[src/rtl/fractal_pkg.sv]
// rtl/fractal_pkg.sv - shared result-path constants, word layout and packer state type
package fractal_pkg;

    localparam logic [15:0] RESULT_PAD         = 16'hFFFF;
    localparam logic [15:0] RESULT_TRAILER_TAG = 16'hEEEE;

    // Result word layout; HPS software headers are generated from these
    localparam int FIELD_BITS      = 16;
    localparam int HDR_TILE_ID_LSB = 16;
    localparam int HDR_PIXELS_LSB  = 0;
    localparam int DATA_HI_LSB     = 16;
    localparam int DATA_LO_LSB     = 0;
    localparam int TRL_TAG_LSB     = 16;
    localparam int TRL_SUM_LSB     = 0;

    typedef enum logic [2:0] {
        PK_IDLE,
        PK_HDR,
        PK_LO,
        PK_HI,
        PK_PUSH,
        PK_TRL
    } packer_state_t;

endpackage

[src/rtl/solver_result_packer.sv]
// rtl/solver_result_packer.sv - packs iteration counts into header/pair/trailer FIFO words
// Optional trailer with checksum is enabled by defining RESULT_CHECKSUM_EN.
module solver_result_packer
    import fractal_pkg::*;
#(
    parameter int ITER_BITS    = 16,
    parameter int TILE_ID_BITS = 16
) (
    input  logic                    clock,
    input  logic                    reset_n,
    input  logic                    tile_start,
    input  logic [TILE_ID_BITS-1:0] tile_id,
    input  logic [15:0]             tile_pixels,
    input  logic                    res_valid,
    input  logic [ITER_BITS-1:0]    res_iter,
    output logic                    res_ready,
    output logic                    fifo_write,
    output logic [31:0]             fifo_writedata,
    input  logic                    fifo_full,
    output logic                    busy,
    output logic                    tile_done,
    output logic                    start_drop
);

    packer_state_t state_q, state_d;
    logic [15:0]   remaining_q, remaining_d;
    logic [31:0]   data_q, data_d;
    logic          fifo_write_q, fifo_write_d;
    logic          res_ready_q, res_ready_d;
    logic          busy_q, busy_d;
    logic          tile_done_q, tile_done_d;
    logic          start_drop_q, start_drop_d;
    logic          accept;
    logic          handshake;
    logic [15:0]   iter16;
`ifdef RESULT_CHECKSUM_EN
    logic [15:0]   sum_q, sum_d;
`endif

    assign accept    = fifo_write_q && !fifo_full;
    assign handshake = res_ready_q && res_valid;
    assign iter16    = 16'(res_iter);

    always_comb begin
        state_d      = state_q;
        remaining_d  = remaining_q;
        data_d       = data_q;
        start_drop_d = start_drop_q || (tile_start && busy_q);
`ifdef RESULT_CHECKSUM_EN
        sum_d        = sum_q;
`endif
        case (state_q)
            PK_IDLE: begin
                if (tile_start) begin
                    remaining_d = tile_pixels;
                    data_d[HDR_TILE_ID_LSB +: FIELD_BITS] = 16'(tile_id);
                    data_d[HDR_PIXELS_LSB  +: FIELD_BITS] = tile_pixels;
`ifdef RESULT_CHECKSUM_EN
                    sum_d = 16'h0000;
`endif
                    state_d = PK_HDR;
                end
            end
            PK_HDR, PK_PUSH: begin
                if (accept) begin
                    if (remaining_q != 16'd0) begin
                        state_d = PK_LO;
                    end else begin
`ifdef RESULT_CHECKSUM_EN
                        // All results are already summed by the time the last word leaves
                        data_d[TRL_TAG_LSB +: FIELD_BITS] = RESULT_TRAILER_TAG;
                        data_d[TRL_SUM_LSB +: FIELD_BITS] = sum_q;
                        state_d = PK_TRL;
`else
                        state_d = PK_IDLE;
`endif
                    end
                end
            end
            PK_LO: begin
                if (handshake) begin
                    data_d[DATA_LO_LSB +: FIELD_BITS] = iter16;
                    remaining_d = remaining_q - 16'd1;
`ifdef RESULT_CHECKSUM_EN
                    sum_d = sum_q + iter16;
`endif
                    if (remaining_q == 16'd1) begin
                        data_d[DATA_HI_LSB +: FIELD_BITS] = RESULT_PAD;
                        state_d = PK_PUSH;
                    end else begin
                        state_d = PK_HI;
                    end
                end
            end
            PK_HI: begin
                if (handshake) begin
                    data_d[DATA_HI_LSB +: FIELD_BITS] = iter16;
                    remaining_d = remaining_q - 16'd1;
`ifdef RESULT_CHECKSUM_EN
                    sum_d = sum_q + iter16;
`endif
                    state_d = PK_PUSH;
                end
            end
`ifdef RESULT_CHECKSUM_EN
            PK_TRL: begin
                if (accept) begin
                    state_d = PK_IDLE;
                end
            end
`endif
            default: state_d = PK_IDLE;
        endcase

        // Outputs are decoded from the next state so they leave the block registered
        fifo_write_d = (state_d == PK_HDR) || (state_d == PK_PUSH) || (state_d == PK_TRL);
        res_ready_d  = (state_d == PK_LO) || (state_d == PK_HI);
        busy_d       = (state_d != PK_IDLE);
        tile_done_d  = (state_q != PK_IDLE) && (state_d == PK_IDLE);
    end

    always_ff @(posedge clock or negedge reset_n) begin
        if (!reset_n) begin
            state_q      <= PK_IDLE;
            remaining_q  <= 16'd0;
            data_q       <= 32'd0;
            fifo_write_q <= 1'b0;
            res_ready_q  <= 1'b0;
            busy_q       <= 1'b0;
            tile_done_q  <= 1'b0;
            start_drop_q <= 1'b0;
`ifdef RESULT_CHECKSUM_EN
            sum_q        <= 16'd0;
`endif
        end else begin
            state_q      <= state_d;
            remaining_q  <= remaining_d;
            data_q       <= data_d;
            fifo_write_q <= fifo_write_d;
            res_ready_q  <= res_ready_d;
            busy_q       <= busy_d;
            tile_done_q  <= tile_done_d;
            start_drop_q <= start_drop_d;
`ifdef RESULT_CHECKSUM_EN
            sum_q        <= sum_d;
`endif
        end
    end

    assign fifo_write     = fifo_write_q;
    assign fifo_writedata = data_q;
    assign res_ready      = res_ready_q;
    assign busy           = busy_q;
    assign tile_done      = tile_done_q;
    assign start_drop     = start_drop_q;

endmodule

[config.mk]
export PLATFORM = sky130hd
export DESIGN_NAME = solver_result_packer
export DESIGN_NICKNAME = d
export VERILOG_FILES = /design/src/rtl/fractal_pkg.sv /design/src/rtl/solver_result_packer.sv
export SDC_FILE = /design/constraint.sdc
export NUM_CORES = 1
export LEC_CHECK = 0
export ABC_AREA = 0
export CORE_MARGIN = 2
export CORE_UTILIZATION = 50
export CTS_CLUSTER_DIAMETER = 60
export CTS_CLUSTER_SIZE = 28
export DETAILED_ROUTE_END_ITERATION = 10
export PLACE_DENSITY = 0.83
export SYNTH_ARGS = -nofsm -noshare
export SYNTH_HDL_FRONTEND = slang
export SYNTH_SLANG_ARGS = --single-unit
[constraint.sdc]
create_clock -name clock -period 5.6 [get_ports clock]
set_input_delay 1.12 -clock clock [delete_from_list [all_inputs] [get_ports clock]]
set_output_delay 1.12 -clock clock [all_outputs]
set_load 0.05 [all_outputs]
Word level (Yosys, flattened, before mapping)
Cells that the tools add are included.
- equality and inequality tests: 15
- reductions and logical operators: 22
- add/sub/neg operators: 1
- muxes and demuxes: 16
- operator list (kind ; number):
    $mux 16 ; 4
    $mux 32 ; 2
    $pmux 16 s2 ; 2
    $pmux 16 s3 ; 1
    $eq 16x1->1 const B ; 1
    $reduce_bool 16->1 ; 1
    $sub 16x1->16 const B ; 1
    $mux 3 ; 5
    $eq 3x2->1 const B ; 4
    $pmux 3 s4 ; 1
    $eq 3x3->1 const B ; 3
    $reduce_bool 3->1 ; 3
    $ne 2x2->1 const B ; 4
    $eq 3x1->1 const B ; 2
    $logic_not 3->1 ; 2
    $reduce_and 3->1 ; 2
    $reduce_and 5->1 ; 1
    $logic_and 1x1->1 ; 4
    $logic_or 1x1->1 ; 4
    $reduce_bool 2->1 ; 2
    $reduce_or 2->1 ; 2
    $mux 2 ; 1
    $ne 2x1->1 const B ; 1
    $logic_not 1->1 ; 1
- output and inout bits: 37
- word-level logic and storage cells: 63
- bits in registers: 56
- bits of input ports: 53

Depth between registers and ports, before layout
Gate-level depths: netlist of the first run.
- word-level depth: 7
- gate-level depth with buffers: 7
- gate-level depth less buffers: 6

Worst setup path after synthesis of the first run
OpenSTA, ideal clock, no wires.
- path kind: input to register
- from: input port tile_start
- to: register data_q[22] (netlist: fifo_writedata[22])
- buffers on the path: 1
- required time: 5.475 ns
- arrival: 2.299 ns
- setup time: 0.125 ns
- slack: 3.176 ns
- stages: 5
- cell sequence: nor4b_2 -> a21oi_2 -> a21oi_4 -> buf_12 -> mux2_4
- cells in the longest elaborated chain, start to end: 2
- ends and longest elaborated chain (element ; line ; source):
    start, declared ; solver_result_packer.sv:11 ; input logic tile_start,
    $ne 2x2->1 (no source line) ; n/a ;
    $reduce_and 5->1 (no source line) ; n/a ;
    end signal, assigned ; solver_result_packer.sv:138 ; data_q <= data_d;
    end, declared ; solver_result_packer.sv:27 ; logic [31:0] data_q, data_d;
No other way between the ends.
A chain may end at the register's enable or synchronous reset.

Worst setup path in the final report of the first run
- from: input port res_valid
- to: register data_q[14] (netlist: fifo_writedata[14])
- cells in the longest elaborated chain, start to end: 3
- ends and longest elaborated chain (element ; line ; source):
    start, declared ; solver_result_packer.sv:14 ; input logic res_valid,
    $logic_and 1x1->1 ; solver_result_packer.sv:41 ; assign handshake = res_ready_q && res_valid;
    $ne 2x2->1 (no source line) ; n/a ;
    $reduce_and 3->1 (no source line) ; n/a ;
No other way between the ends.

==> results.py, run 1 <==
metrics = {
    "synth": {
        "synth-warning-count": 0,
        "synth-edff-count": 0,
        "avgSynthCellArea_um2": 9.62,
        "ys_types": 62,
        "syn_area_mm2": 0.00329,
        "syn_inst": 342,
        "synth_ff_type": "dfrtp_1",
        "async_flop_share": 1.00,
        "syn_nets": 398,
        "ys_seq_elements": 56,
        "seq_area_frac_synth": 0.426,
    },
    "sta": {
        "timing.final.crit_share": 0.579,
        "grt_setup_unrepaired": "false",
        "worst_slew_pin_slew_ns": 1.14,
        "drv_slew": 0,
        "hold_ws_ns": 0.460,
        "relSlewSlack": 0.242,
        "setup_slack_ns": 2.36,
        "fin_skew_ns": 0.00696,
        "fmax_mhz": 308,
        "finalSetupViolations": 0,
        "hold_violations": 0,
        "fin_crit_ns": 3.24,
        "finalSetupTns_ns": 0,
    },
    "setup_path": {
        "cp-end-kind": "flip-flop",
        "crit_chain": "clkdlybuf4s50_1 -> nand4b_1 -> o21ai_2 -> nor2_1 -> a21oi_1",
        "crit_path_top_delay_cell": "o21ai_2",
        "start_kind": "input port",
        "cp.required_ns": 5.84,
        "cp.arrival_ns": 3.48,
        "critical_path_class": "in2reg",
        "critPathMaxStageDelay_ns": 1.10,
        "worstRegToRegCells": 4,
        "critPathMaxFanout": 32,
    },
    "final_layout": {
        "seq_area_mm2": 0.00140,
        "fin_area_mm2": 0.00426,
        "multi_input_area_mm2": 0.00169,
        "final_common_cell": "clkdlybuf4s50_1",
        "syn2layout_area_growth_pct": 29.5,
        "final_cell_mix": "88 x clkdlybuf4s50_1, 56 x dfrtp_1, 46 x nor2_1",
        "finalNetCount": 473,
        "fillers": 479,
        "drive_gt1_frac": 0.110,
        "utilization": 0.671,
        "stdcell_count": 495,
        "antenna_cells": 0,
    },
    "min_path": {
        "min_path_type": "reg2reg",
        "holdPathStages": 1,
    },
    "floorplan": {
        "io_pins": 90,
        "core.rowCount": 29,
        "dieHeight_um": 85.1,
        "coreArea_mm2": 0.00635,
        "die_w_um": 85.1,
        "die_area_mm2": 0.00725,
        "initial_utilization": 0.518,
    },
    "cts": {
        "insertion_delay_ns": 0.31,
        "post_cts_buffers": 0,
        "cts_root_buf": "clkbuf_8",
        "cts_resized": 0,
        "htreeDepth": 2,
        "clockBufferDepth": 2,
        "cts.clk_slew.worst_paths_ns": 0.10,
        "ctsHoldBuffers": 0,
        "cts_tree": "done",
        "cts_buffers": 5,
        "clock-sinks": 56,
    },
    "global_routing": {
        "overflow": 0,
        "grt_use_total": 0.247,
        "grt_pass1_wl_mm": 14.4,
        "antenna_found_initial": 0,
        "grt_max_degree": 57,
        "grt_pass1_vias": 2803,
    },
    "place": {
        "place_area_mm2": 0.00417,
        "pre_cts_slack_ns": 2.07,
        "portBuffers": 89,
        "dpl.cell_count": 487,
        "globalplace.congestion": 0.919,
        "dpl.hpwl_mm": 6.43,
    },
    "detailed_routing": {
        "ant_nets": 0,
        "finalWirelength_mm": 8.75,
        "drt_iter0_drc": 209,
        "post_drt_wl_per_cell_um": 17.7,
        "firstDrtPassIters": 5,
        "dr_total_vias": 2938,
        "via_per_inst": 5.94,
        "drc_errors": 0,
    },
    "outcome": {
        "status": "finished, final reports clean",
    },
    "pwr": {
        "p_total_mw": 2.75,
        "ir_drop_mv": 0.415,
        "leakage_nw": 1.75,
        "powerDensity_mw_per_mm2": 645,
    },
    "job": {
        "maxCapViolations": 0,
    },
}
[synthesized netlist by cell type (2+ instances only)]
library cell | number | share of area
a311oi_1 | 3 | 0.0080
a311o_1 | 2 | 0.0061
a21oi_1 | 21 | 0.032
nor2b_1 | 2 | 0.0038
inv_1 | 19 | 0.022
nand2_1 | 22 | 0.025
clkbuf_1 | 8 | 0.0091
o211ai_1 | 2 | 0.0046
buf_4 | 2 | 0.0046
nand4b_1 | 2 | 0.0053
o22ai_1 | 2 | 0.0038
dfrtp_1 | 56 | 0.43
ha_1 | 3 | 0.011
or3_1 | 4 | 0.0076
nand3_1 | 9 | 0.014
nor2_1 | 46 | 0.052
nor4_1 | 4 | 0.0076
nor3b_1 | 4 | 0.0091
a211oi_1 | 3 | 0.0068
nand2b_1 | 2 | 0.0038
nand4_1 | 4 | 0.0076
or4_1 | 3 | 0.0068
buf_2 | 8 | 0.012
nor4_4 | 2 | 0.013
mux2i_1 | 19 | 0.058
o21ai_0 | 8 | 0.012
o311a_1 | 3 | 0.0091
and2_1 | 2 | 0.0038
mux2_4 | 10 | 0.046
nor3_1 | 5 | 0.0076
a31oi_1 | 16 | 0.030
and4_2 | 3 | 0.0091
mux2_2 | 7 | 0.024
and3_1 | 4 | 0.0076
buf_1 | 3 | 0.0034
a32oi_1 | 2 | 0.0053
a22oi_1 | 2 | 0.0046
[metal layers]
metal | track usage | part of all wire | wire [um] | up-vias
li1 | - | - | - | 1393
met1 | 0.349 | 0.44 | 3830 | 1395
met2 | 0.389 | 0.47 | 4080 | 134
met3 | 0.0409 | 0.076 | 662 | 16
met4 | 0.0808 | 0.021 | 180 | 0
met5 | 0 | 0 | 0 | -
[power breakdown]
part / leakage (nW) / switching [mW] / internal, mW
clock network: 0.0434 / 0.135 / 0.100
registers: 0.648 / 0.211 / 0.591
logic: 1.05 / 1.04 / 0.669
total: 1.75 / 1.39 / 1.36
[area by class of cell]
cell class                      instances  share of cell area
Clock buffer                            6              0.0194
Clock inverter                          2             0.00352
Inverter                               19              0.0167
Multi-Input combinational cell        243               0.396
Sequential cell                        56               0.329
Tap cell                               77              0.0226
Timing Repair Buffer                   92               0.213
[worst paths after layout]
kind | to | slack (ns) | startpoint
worst max-delay path | fifo_writedata[14]$_DFFE_PN0P_ | 2.36 | res_valid
worst min-delay path | start_drop$_DFF_PN0_ | 0.46 | start_drop$_DFF_PN0_
worst max register to register | fifo_writedata[16]$_DFFE_PN0P_ | 2.92 | state_q[2]$_DFF_PN0_
worst min register to register | start_drop$_DFF_PN0_ | 0.46 | start_drop$_DFF_PN0_
max in group asynchronous | fifo_writedata[11]$_DFFE_PN0P_ | 4.18 | reset_n
min in group asynchronous | fifo_writedata[19]$_DFFE_PN0P_ | 0.94 | reset_n
[sequential cells by signal, summed over array words and instances (netlist names)]
register        count
fifo_writedata     32
remaining_q        16
state_q             3
busy                1
fifo_write          1
res_ready           1
start_drop          1
tile_done           1
[cell families (layout without fill, tap and decap cells)]
family                     Yosys count  in the layout  share of synthesized area
and+or+nand+nor                    126            126                      0.211
muxes                               36             36                      0.127
AOI/OAI and AO/OA                   77             77                      0.160
xor gates and xnor gates             1              1                    0.00266
buffers and inverters               43            119                     0.0620
DFF                                 56             56                      0.426
adders and majority gates            3              3                     0.0114
[critical path, delay by kind of cell]
family	cells	cell delay [ns]
buf+inv	1	0.49
compound gates	2	1.25
simple gates	2	0.61
No activity file was read; power rests on OpenSTA's default activity.
==> run 2, diff against run 1 <==
Settings changed: CORE_UTILIZATION 50 to 49, PLACE_DENSITY 0.83 to 0.81.
Clock period 5.6 ns to 3.35 ns, I/O delays scaled along.
==> results.py, run 2 (synthesis results as in run 1) <==
metrics = {
    "sta": {
        "hold_ws_ns": 0.409,
        "hold_violations": 0,
        "grt_setup_unrepaired": "false",
        "drv_slew": 0,
        "fmax_mhz": 404,
        "fin_crit_ns": 2.48,
        "fin_skew_ns": 0.00562,
        "worst_slew_pin_slew_ns": 1.13,
        "timing.final.crit_share": 0.739,
        "finalSetupTns_ns": 0,
        "relSlewSlack": 0.246,
        "setup_slack_ns": 0.874,
        "finalSetupViolations": 0,
    },
    "pwr": {
        "ir_drop_mv": 0.573,
        "leakage_nw": 1.78,
        "powerDensity_mw_per_mm2": 1090,
    },
    "global_routing": {
        "overflow": 0,
        "grt_pass1_wl_mm": 14.5,
        "grt_use_total": 0.249,
        "antenna_found_initial": 0,
        "grt_pass1_vias": 2825,
        "grt_max_degree": 46,
    },
    "cts": {
        "cts_resized": 0,
        "post_cts_buffers": 0,
        "clockBufferDepth": 2,
        "insertion_delay_ns": 0.32,
        "cts_buffers": 5,
        "cts.clk_slew.worst_paths_ns": 0.10,
        "htreeDepth": 2,
        "cts_tree": "done",
        "cts_root_buf": "clkbuf_8",
        "clock-sinks": 56,
        "ctsHoldBuffers": 0,
    },
    "floorplan": {
        "coreArea_mm2": 0.00642,
        "io_pins": 90,
        "initial_utilization": 0.512,
        "dieHeight_um": 86.0,
        "core.rowCount": 29,
        "die_w_um": 86.0,
        "die_area_mm2": 0.00739,
    },
    "final_layout": {
        "largest_register_ffs": 32,
        "antenna_cells": 0,
        "final_common_cell": "clkdlybuf4s50_1",
        "final_cell_mix": "88 x clkdlybuf4s50_1, 56 x dfrtp_1, 46 x nor2_1",
        "finalNetCount": 478,
        "drive_gt1_frac": 0.118,
        "stdcell_count": 500,
        "syn2layout_area_growth_pct": 31.0,
    },
    "setup_path": {
        "cp-endpoint": "fifo_writedata[10]$_DFFE_PN0P_",
        "critical_path_class": "in2reg",
        "start_kind": "input port",
        "cp.arrival_ns": 2.71,
        "r2r-start": "remaining_q[6]$_DFFE_PN0P_",
        "worstRegToRegCells": 4,
        "cp-end-kind": "flip-flop",
        "cp.required_ns": 3.59,
        "r2r-end": "fifo_writedata[21]$_DFFE_PN0P_",
        "critPathMaxFanout": 32,
        "critical_path.startpoint": "tile_start",
        "reg2reg_setup_slack_ns": 0.95,
        "crit_path_top_delay_cell": "or4b_1",
        "critPathMaxStageDelay_ns": 0.71,
        "crit_chain": "clkdlybuf4s50_1 -> or4b_1 -> o21ai_2 -> nor2_1 -> a21oi_1",
    },
    "detailed_routing": {
        "dr_total_vias": 2956,
        "firstDrtPassIters": 5,
        "drc_errors": 0,
        "drt_iter0_drc": 251,
        "ant_nets": 0,
        "finalWirelength_mm": 8.88,
        "via_per_inst": 5.91,
        "post_drt_wl_per_cell_um": 17.8,
    },
    "place": {
        "portBuffers": 89,
        "globalplace.congestion": 0.980,
        "dpl.hpwl_mm": 6.61,
        "dpl.cell_count": 492,
        "pre_cts_slack_ns": 0.517,
    },
    "job": {
        "maxCapViolations": 0,
    },
    "outcome": {
        "status": "finished, final reports clean",
    },
    "min_path": {
        "min_path_type": "in2async",
    },
}
run 2: changes by cell type in the layout (fill, tap and decap cells not counted), sizes merged:
cell / before / now
clkinvlp: 2 / 0
buf: 4 / 9
clkinv: 0 / 1
bufinv: 0 / 1
run 2: metal layers:
metal / share of wire / routed length [um] / up-vias / global-route usage
li1: - / - / 1400 / -
met1: 0.45 / 3970 / 1422 / 0.345
met2: 0.47 / 4150 / 121 / 0.400
met3: 0.068 / 608 / 13 / 0.0462
met4: 0.016 / 144 / 0 / 0.0678
met5: 0 / 0 / - / 0
run 2: through the flow:
| stage | cell area [um^2] | util | power (mW) |
|---|---|---|---|
| after CTS | 4310 | 0.671 | 4.69 |
| final | 4310 | 0.671 | 4.68 |
| after global placement | 4200 | 0.654 | 4.16 |
| after floorplan | 3290 | - | 3.43 |
| after detailed placement | 4200 | 0.654 | 4.24 |
| after global routing | 4310 | 0.671 | 4.98 |
run 2: how the worst min path moves through the flow:
stage,endpoint,slack (ns),cells after the start
floorplan,busy$_DFF_PN0_,0.37,0
global placement,start_drop$_DFF_PN0_,0.44,1
detailed placement,start_drop$_DFF_PN0_,0.45,1
finish,fifo_writedata[19]$_DFFE_PN0P_,0.41,1
global route,fifo_writedata[19]$_DFFE_PN0P_,0.45,1
CTS,fifo_writedata[19]$_DFFE_PN0P_,0.44,1
run 2: layout make-up:
type / instances / area, um^2
fill: 498 / 2110
multi-input combinational: 243 / 1690
sequential: 56 / 1400
timing repair buffer: 97 / 946
tap: 77 / 96.3
clock buffer: 6 / 72.6
inverter: 19 / 71.3
clock inverter: 2 / 35.0
run 2: critical path, delay by kind of cell:
kind / cells / cell delay, ns
and+or+nand+nor: 2 / 0.80
AOI/OAI and AO/OA: 2 / 0.71
buffers and inverters: 1 / 0.53
run 2: where the power goes:
group | internal (mW) | leakage [nW] | switching, mW
Combinational | 1.15 | 1.08 | 1.79
Clock | 0.222 | 0.0552 | 0.225
Sequential | 0.989 | 0.648 | 0.308
Total | 2.36 | 1.78 | 2.33
